<file path="src/rtl/sp_add_sequencer.sv">
// Initiator for an external FP32 start/done adder: folds a valid/ready element stream
// into a single running sum, sticky-ORing the adder's IEEE flags along the way.
module sp_add_sequencer #(
  parameter int COUNT_W        = 16,
  parameter int TIMEOUT_CYCLES = 64
) (
  input  logic               clk,
  input  logic               rst_n,
  input  logic               in_valid,
  output logic               in_ready,
  input  logic [31:0]        in_data,
  input  logic               in_sub,
  input  logic               in_last,
  input  logic [2:0]         rounding_mode,
  output logic               add_start,
  output logic [31:0]        add_a,
  output logic [31:0]        add_b,
  output logic               add_sub,
  output logic [2:0]         add_rm,
  input  logic [31:0]        add_result,
  input  logic [3:0]         add_flags,
  input  logic               add_done,
  output logic               out_valid,
  input  logic               out_ready,
  output logic [31:0]        out_sum,
  output logic [3:0]         out_flags,
  output logic [COUNT_W-1:0] out_count,
  output logic               out_timeout
);

  localparam logic [2:0] S_IDLE   = 3'd0;
  localparam logic [2:0] S_ACCEPT = 3'd1;
  localparam logic [2:0] S_ISSUE  = 3'd2;
  localparam logic [2:0] S_WAIT   = 3'd3;
  localparam logic [2:0] S_OUTPUT = 3'd4;

  localparam int              WD_W      = $clog2(TIMEOUT_CYCLES + 1);
  localparam logic [WD_W-1:0] WD_LAST   = WD_W'(TIMEOUT_CYCLES - 1);
  localparam logic [COUNT_W-1:0] COUNT_MAX = '1;

  logic [2:0]         state_reg;
  logic [31:0]        acc_reg;
  logic [3:0]         flags_reg;
  logic [COUNT_W-1:0] count_reg;
  logic               last_reg;
  logic               first_reg;
  logic [WD_W-1:0]    wd_reg;

  logic [31:0]        add_a_reg;
  logic [31:0]        add_b_reg;
  logic               add_sub_reg;
  logic [2:0]         add_rm_reg;
  logic [31:0]        out_sum_reg;
  logic [3:0]         out_flags_reg;
  logic [COUNT_W-1:0] out_count_reg;
  logic               out_timeout_reg;

  logic [3:0]         flags_next;

  // Handshake/strobe outputs decode straight from the state register, so they are glitch-free
  // and automatically zero while in reset (state is IDLE).
  assign in_ready    = (state_reg == S_ACCEPT);
  assign add_start   = (state_reg == S_ISSUE);
  assign out_valid   = (state_reg == S_OUTPUT);

  assign add_a       = add_a_reg;
  assign add_b       = add_b_reg;
  assign add_sub     = add_sub_reg;
  assign add_rm      = add_rm_reg;
  assign out_sum     = out_sum_reg;
  assign out_flags   = out_flags_reg;
  assign out_count   = out_count_reg;
  assign out_timeout = out_timeout_reg;

  assign flags_next  = flags_reg | add_flags;

  always_ff @(posedge clk or negedge rst_n) begin
    if (!rst_n) begin
      state_reg       <= S_IDLE;
      acc_reg         <= 32'h0000_0000;
      flags_reg       <= 4'h0;
      count_reg       <= '0;
      last_reg        <= 1'b0;
      first_reg       <= 1'b1;
      wd_reg          <= '0;
      add_a_reg       <= 32'h0;
      add_b_reg       <= 32'h0;
      add_sub_reg     <= 1'b0;
      add_rm_reg      <= 3'b000;
      out_sum_reg     <= 32'h0;
      out_flags_reg   <= 4'h0;
      out_count_reg   <= '0;
      out_timeout_reg <= 1'b0;
    end else begin
      case (state_reg)
        S_IDLE: begin
          acc_reg   <= 32'h0000_0000;
          flags_reg <= 4'h0;
          count_reg <= '0;
          first_reg <= 1'b1;
          state_reg <= S_ACCEPT;
        end

        S_ACCEPT: begin
          if (in_valid) begin
            add_a_reg   <= acc_reg;
            add_b_reg   <= in_data;
            add_sub_reg <= in_sub;
            last_reg    <= in_last;
            first_reg   <= 1'b0;
            // Rounding mode is a per-reduction property; later elements' values are ignored.
            if (first_reg) add_rm_reg <= rounding_mode;
            if (count_reg != COUNT_MAX) count_reg <= count_reg + COUNT_W'(1);
            state_reg   <= S_ISSUE;
          end
        end

        S_ISSUE: begin
          wd_reg    <= '0;
          state_reg <= S_WAIT;
        end

        S_WAIT: begin
          if (add_done) begin
            // Flags are only meaningful in the done cycle; the adder clears them afterwards.
            acc_reg   <= add_result;
            flags_reg <= flags_next;
            if (last_reg) begin
              out_sum_reg     <= add_result;
              out_flags_reg   <= flags_next;
              out_count_reg   <= count_reg;
              out_timeout_reg <= 1'b0;
              state_reg       <= S_OUTPUT;
            end else begin
              state_reg <= S_ACCEPT;
            end
          end else if (wd_reg == WD_LAST) begin
            // Abort: report the last good accumulator; any late add_done lands outside WAIT.
            out_sum_reg     <= acc_reg;
            out_flags_reg   <= flags_reg;
            out_count_reg   <= count_reg;
            out_timeout_reg <= 1'b1;
            state_reg       <= S_OUTPUT;
          end else begin
            wd_reg <= wd_reg + WD_W'(1);
          end
        end

        S_OUTPUT: begin
          if (out_ready) state_reg <= S_IDLE;
        end

        default: state_reg <= S_IDLE;
      endcase
    end
  end

endmodule

</file>
<file path="config.mk">
export PLATFORM = sky130hd
export DESIGN_NAME = sp_add_sequencer
export DESIGN_NICKNAME = d
export VERILOG_FILES = /design/src/rtl/sp_add_sequencer.sv
export SDC_FILE = /design/constraint.sdc
export NUM_CORES = 1
export LEC_CHECK = 0
export ABC_AREA = 1
export BUFFER_PORTS_ARGS = -buffer_cell sky130_fd_sc_hd__buf_2
export CAP_MARGIN = 20
export CORE_MARGIN = 2
export CORE_UTILIZATION = 30
export DETAILED_ROUTE_END_ITERATION = 8
export GPL_TIMING_DRIVEN = 0
export HOLD_SLACK_MARGIN = 0.1
export RECOVER_POWER = 25
export SLEW_MARGIN = 20
export SYNTH_ARGS = -nofsm -noshare
export SYNTH_HDL_FRONTEND = slang
export SYNTH_SLANG_ARGS = --single-unit
</file>
<file path="constraint.sdc">
create_clock -name clk -period 3 [get_ports clk]
set_input_delay 0.6 -clock clk [delete_from_list [all_inputs] [get_ports clk]]
set_output_delay 0.6 -clock clk [all_outputs]
set_load 0.1 [all_outputs]
</file>
==> metrics.md, run 1 <==
| Metric | Value |
|---|---|
| Status | `complete, no violations` |
| Cell row count | `59` |
| Clock skew | `between 15 and 20 ps` |
| CP arrival | `1960 ps` |
| Commonest cells in the netlist | `nand2_1, dfrtp_1, o21ai_0, inv_1, nand3_1` |
| Post-synthesis cell area | `7910 sq um` |
| Final wirelength | `22700 um` |
| Placed Cells | `1489` |
| DR WL/cell | `14.9 um` |
| Area growth syn-to-layout | `25.8%` |
| CP Class | `reg2out` |
| Synth top area cells | `dfrtp_1, nand2_1, o21ai_0` |
| DRC viols | `0` |
| Clk Latency, worst-skew pair | `430 ps` |
| Seq cells post-synth | `185` |
| Die Wd | `166 um` |
| # clock sinks | `185` |
| Worst EP required | `2400 ps` |
| Synth Flop Type | `dfrtp_1` |
| Sequential share of the synthesized area | `0.585` |
| Netlist cell types | `31` |
| Crit end category | `output port` |
| Mapped Cells | `952` |
| Setup crit start kind | `flop` |
| Starting density of the core | `0.304` |
| NumNets Final | `1254` |
| CTS tree | `yes` |
| Final hold slack | `373 ps` |
| Syn Area/Cell | `8.31 sq um` |
| Least-Margin Pin Slew | `1300 ps` |
| Number of synthesized flops with an enable pin | `0` |
| Post-synth top area cell | `dfrtp_1` |
| Initial DRC count | `~520` |
| MaxCap Viol Count | `0` |
| Count leader, synth | `nand2_1` |
| Final Cell Area | `9950 sq um` |
| Yosys top cell area share | `0.582` |
| Cts bufs inserted | `17` |
| Initial antenna violation count | `2` |
| Post-CTS setup buffers | `0` |
| Routed vias/inst | `4.56` |
| Final Critical Period | `between 2000 and 3000 ps` |
| Die ar. | `27700 sq um` |
| Pins Over Slew Limit | `0` |
| Fin crit share | `0.854` |
| GRT Util Overall | `0.167` |
| Final setup viols | `0` |
| Largest net degree at the start of global routing | `96` |
| 1st-pass router iterations | `5` |
| Final hold vios | `0` |
| Vias in the first global route | `6662` |
| Congestion Overflow GR | `0` |
| Area of the core | `around 26000 sq um` |
| Vias | `between 6000 and 7000` |
| Non-Filler Instances | `1524` |
| Post_cts resized | `0` |
| Root Driver | `clkbuf_16` |
| Hold crit path type | `in2reg` |
| # fillers | `2720` |
| H-tree depth | `4` |
| First-pass GRT wire length | `36700 um` |
| HPWL Detailed | `16500 um` |
| Clk buf depth | `2` |
| Post-synth ARST share | `1.00` |
| Crit path max fanout | `10` |
| RSZ-0062 raised after global routing | `false` |
| Clk slew on worst S/H paths | `80 ps` |
| Maximum clock frequency | `390 MHz` |
| Syn nets | `1032` |
| GP Congestion | `0.844` |
| Placed Area | `9400 sq um` |
| I/O Pins | `202` |
| Fraction of layout cells with a size suffix above 1 | `0.227` |
| Die Span Y | `166 um` |
| Ys Warns | `0` |
| Worst slew margin | `0.131` |
| PortBufs | `200` |
| Antenna viol nets, final | `0` |
## kinds of logic (layout without fill, tap and decap cells)
kind of cell,count (synthesis),in the layout,share of synthesized area
and+or+nand+nor,514,514,0.261
DFF,185,185,0.585
AOI/OAI and AO/OA,137,137,0.0892
buffers and inverters,112,347,0.0585
adders and majority gates,2,2,0.00316
xor gates and xnor gates,2,2,0.00221
other,0,2,0
## worst max-delay path, cell delays in order (launching register included)
cell	delay [ps]
dfrtp_1	450
nor3_4	340
buf_2	280
buf_2	460
## through the flow
stage / setup slack (ps) / utilization / setup TNS (ps)
floorplan: 554 / - / 0
global placement: -1890 / 0.359 / -346120
detailed placement: 737 / 0.362 / 0
CTS: 396 / 0.385 / 0
global route: 186 / 0.383 / 0
finish: 438 / 0.383 / 0
## cell usage in the layout (no fill, tap or decap), types with 2 or more instances in the layout
cell / count
clkbuf_16: 17
clkbuf_1: 22
nor3b_1: 2
a21oi_1: 12
inv_2: 3
inv_1: 64
buf_6: 2
nand3_1: 57
nor2_2: 4
clkinv_8: 3
nor3_1: 4
diode_2: 2
inv_6: 2
dfrtp_1: 184
ha_1: 2
o21ai_1: 3
nor2_1: 37
inv_8: 3
o21ai_0: 117
clkbuf_4: 2
clkinvlp_4: 2
nand2_1: 400
a31oi_1: 2
buf_1: 2
nand4_1: 4
buf_2: 218
clkinv_4: 5
## repair_timing
action,in CTS,in global routing
hold buffers,1,0
setup endpoints to repair,0,0
endpoints found under the hold margin,8,0
## final cells by class
class | instances | area, sq um | share of cell area
sequential | 185 | 4630 | 0.465
multi-input combinational | 655 | 2820 | 0.284
timing repair buffer | 203 | 1020 | 0.103
clock buffer | 17 | 425 | 0.0428
tap | 335 | 419 | 0.0421
inverter | 67 | 251 | 0.0253
buffer | 45 | 211 | 0.0213
clock inverter | 15 | 159 | 0.0160
antenna | 2 | 5.00 | 0.000503
## metal layers
metal	part of all wire	track usage	up-vias	routed length [um]
met5	0	0	-	0
met4	0.014	0.0401	0	310
met3	0.042	0.0336	20	962
met2	0.47	0.265	186	10700
met1	0.47	0.234	3297	10800
li1	-	-	3449	-
## worst paths after layout
| path | from | slack, ps | endpoint | cells after the start |
|---|---|---|---|---|
| max | state_reg[1] | 440 | in_ready | 3 |
| min | in_data[10] | 370 | add_b[10] | 3 |
| max reg2reg | wd_reg[0] | 890 | out_sum[30] | 12 |
| min reg2reg | add_sub | 470 | add_sub | 2 |
| max in group asynchronous | rst_n | 530 | add_a[4] | 3 |
| min in group asynchronous | rst_n | 690 | add_b[10] | 2 |
Power of run 1 is not shown: default switching activity piles up to over one toggle a cycle in this logic, so the estimate is an artifact.
==> run 2, diff against run 1 <==
- CORE_UTILIZATION: 30 -> 56
- MAX_ROUTING_LAYER: unset -> met4
- PLACE_DENSITY: unset -> 0.84
==> run 2 against run 1 <==
The run now ends with max-capacitance violations, max-slew violations left. Maximum frequency is 1.5% lower. Die area shrank 45%. Wire length fell by 11%. Count of clock-buffer cells in the layout increased by 2. Via count grew 2.8%. Cell count down 10%. Worst setup slack worse by 40 ps. Sequential share of layout area increased by 0.89 points. Global-route usage grew 12 points. Clock skew fell by 5.7 ps. First-iteration DRC count grew 12%. Final area down 1.9%. Critical path type unchanged. Largest cell class unchanged.
==> metrics.md, run 2 (same netlist as run 1, synthesis figures left out) <==
| Metric | Value |
|---|---|
| Status | `finished, violations left` |
| Failing checks | `max-capacitance violations, max-slew violations` |
| Post-route setup slack | `398 ps` |
| MaxCap Viol Count | `1` |
| 1st-pass router iterations | `5` |
| Cell row count | `43` |
| Least-Margin Pin Slew | `1550 ps` |
| # clock sinks | `185` |
| Cts bufs inserted | `17` |
| GRT Util Overall | `0.282` |
| Clock skew | `12.4 ps` |
| First-pass GRT wire length | `32000 um` |
| Placed Cells | `around 1300` |
| Most common cell after layout, fill and taps aside | `nand2_1` |
| Final setup viols | `0` |
| Post_cts resized | `0` |
| Crit end category | `output port` |
| # fillers | `between 1000 and 1500` |
| Routed vias/inst | `5.22` |
| Maximum clock frequency | `384 MHz` |
| Die ar. | `15100 sq um` |
| Clk Latency, worst-skew pair | `430 ps` |
| Vias in the first global route | `roughly 6700` |
| RSZ-0062 raised after global routing | `false` |
| CP arrival | `roughly 2000 ps` |
| Final Critical Period | `2600 ps` |
| Fin crit share | `0.867` |
| Starting density of the core | `0.572` |
| PortBufs | `200` |
| Worst slew margin | `-0.0314` |
| NumNets Final | `between 1000 and 1500` |
| Hold crit path type | `in2reg` |
| DRC viols | `0` |
| Congestion Overflow GR | `0` |
| Initial antenna violation count | `2` |
| Clk slew on worst S/H paths | `70 ps` |
| I/O Pins | `202` |
| Vias | `just over 7000` |
| Commonest cells after routing, fill and taps aside | `nand2_1, buf_2, dfrtp_1` |
| CP Class | `reg2out` |
| Final hold vios | `0` |
| Fraction of layout cells with a size suffix above 1 | `0.228` |
| H-tree depth | `4` |
| Placed Area | `between 9000 and 10000 sq um` |
| Root Driver | `clkbuf_16` |
| DR WL/cell | `14.9 um` |
| Initial DRC count | `586` |
| Final Cell Area | `between 9000 and 10000 sq um` |
| Post-CTS setup buffers | `0` |
| Largest net degree at the start of global routing | `64` |
| Non-Filler Instances | `1368` |
| Die Span Y | `between 100 and 150 um` |
| Final wirelength | `slightly above 20000 um` |
| Die Wd | `123 um` |
| Pins Over Slew Limit | `63` |
| HPWL Detailed | `14500 um` |
| Setup_tns | `0 ps` |
| Hold-fix buffers at CTS | `0` |
| Area of the core | `13800 sq um` |
| GP Congestion | `0.916` |
| Area growth syn-to-layout | `23.4%` |
| Antenna viol nets, final | `0` |
| Crit path max fanout | `10` |
| Pre-CTS setup slack | `860 ps` |
| Worst EP required | `2400 ps` |
| CTS tree | `yes` |
| Setup crit start kind | `flop` |
| Clk buf depth | `2` |
-- run 2: final cells by class --
cell class                 instances  area [sq um]  area share
tap                              180           225      0.0231
multi-input combinational        655          2820       0.289
timing repair buffer             202          1060       0.108
buffer                            45           211      0.0217
clock buffer                      19           443      0.0454
inverter                          67           251      0.0258
clock inverter                    13           118      0.0120
antenna                            2          5.00    0.000513
sequential                       185          4630       0.474
-- run 2: per-stage QoR --
stage | util | hold slack (ps)
floorplan | - | 304
global placement | 0.661 | 449
detailed placement | 0.666 | 453
CTS | 0.706 | 105
global route | 0.706 | 363
finish | 0.706 | 366
-- run 2: worst max-delay path: stages, from the launching register on --
cell	delay [ps]
dfrtp_1	460
nor3_4	350
buf_2	290
buf_2	460
-- run 2: layer usage --
layer,track usage,share of wire,vias to the layer above
met5,-,0,-
met4,0.101,0.022,0
met3,0.0525,0.070,46
met2,0.440,0.48,290
met1,0.374,0.43,3350
li1,-,-,3459
-- run 2: path summary, 6_finish.rpt --
| path | to | startpoint | depth (start not counted) | slack [ps] |
|---|---|---|---|---|
| worst max-delay path | in_ready | state_reg[1] | 3 | 400 |
| worst min-delay path | add_b[11] | in_data[11] | 3 | 370 |
| worst max register to register | out_sum[18] | wd_reg[0] | 12 | 950 |
| worst min register to register | add_b[21] | add_b[21] | 2 | 460 |
| max in group asynchronous | first_reg | rst_n | 3 | 1100 |
| min in group asynchronous | out_sum[15] | rst_n | 1 | 550 |
Power of run 2 is left out for the same reason.
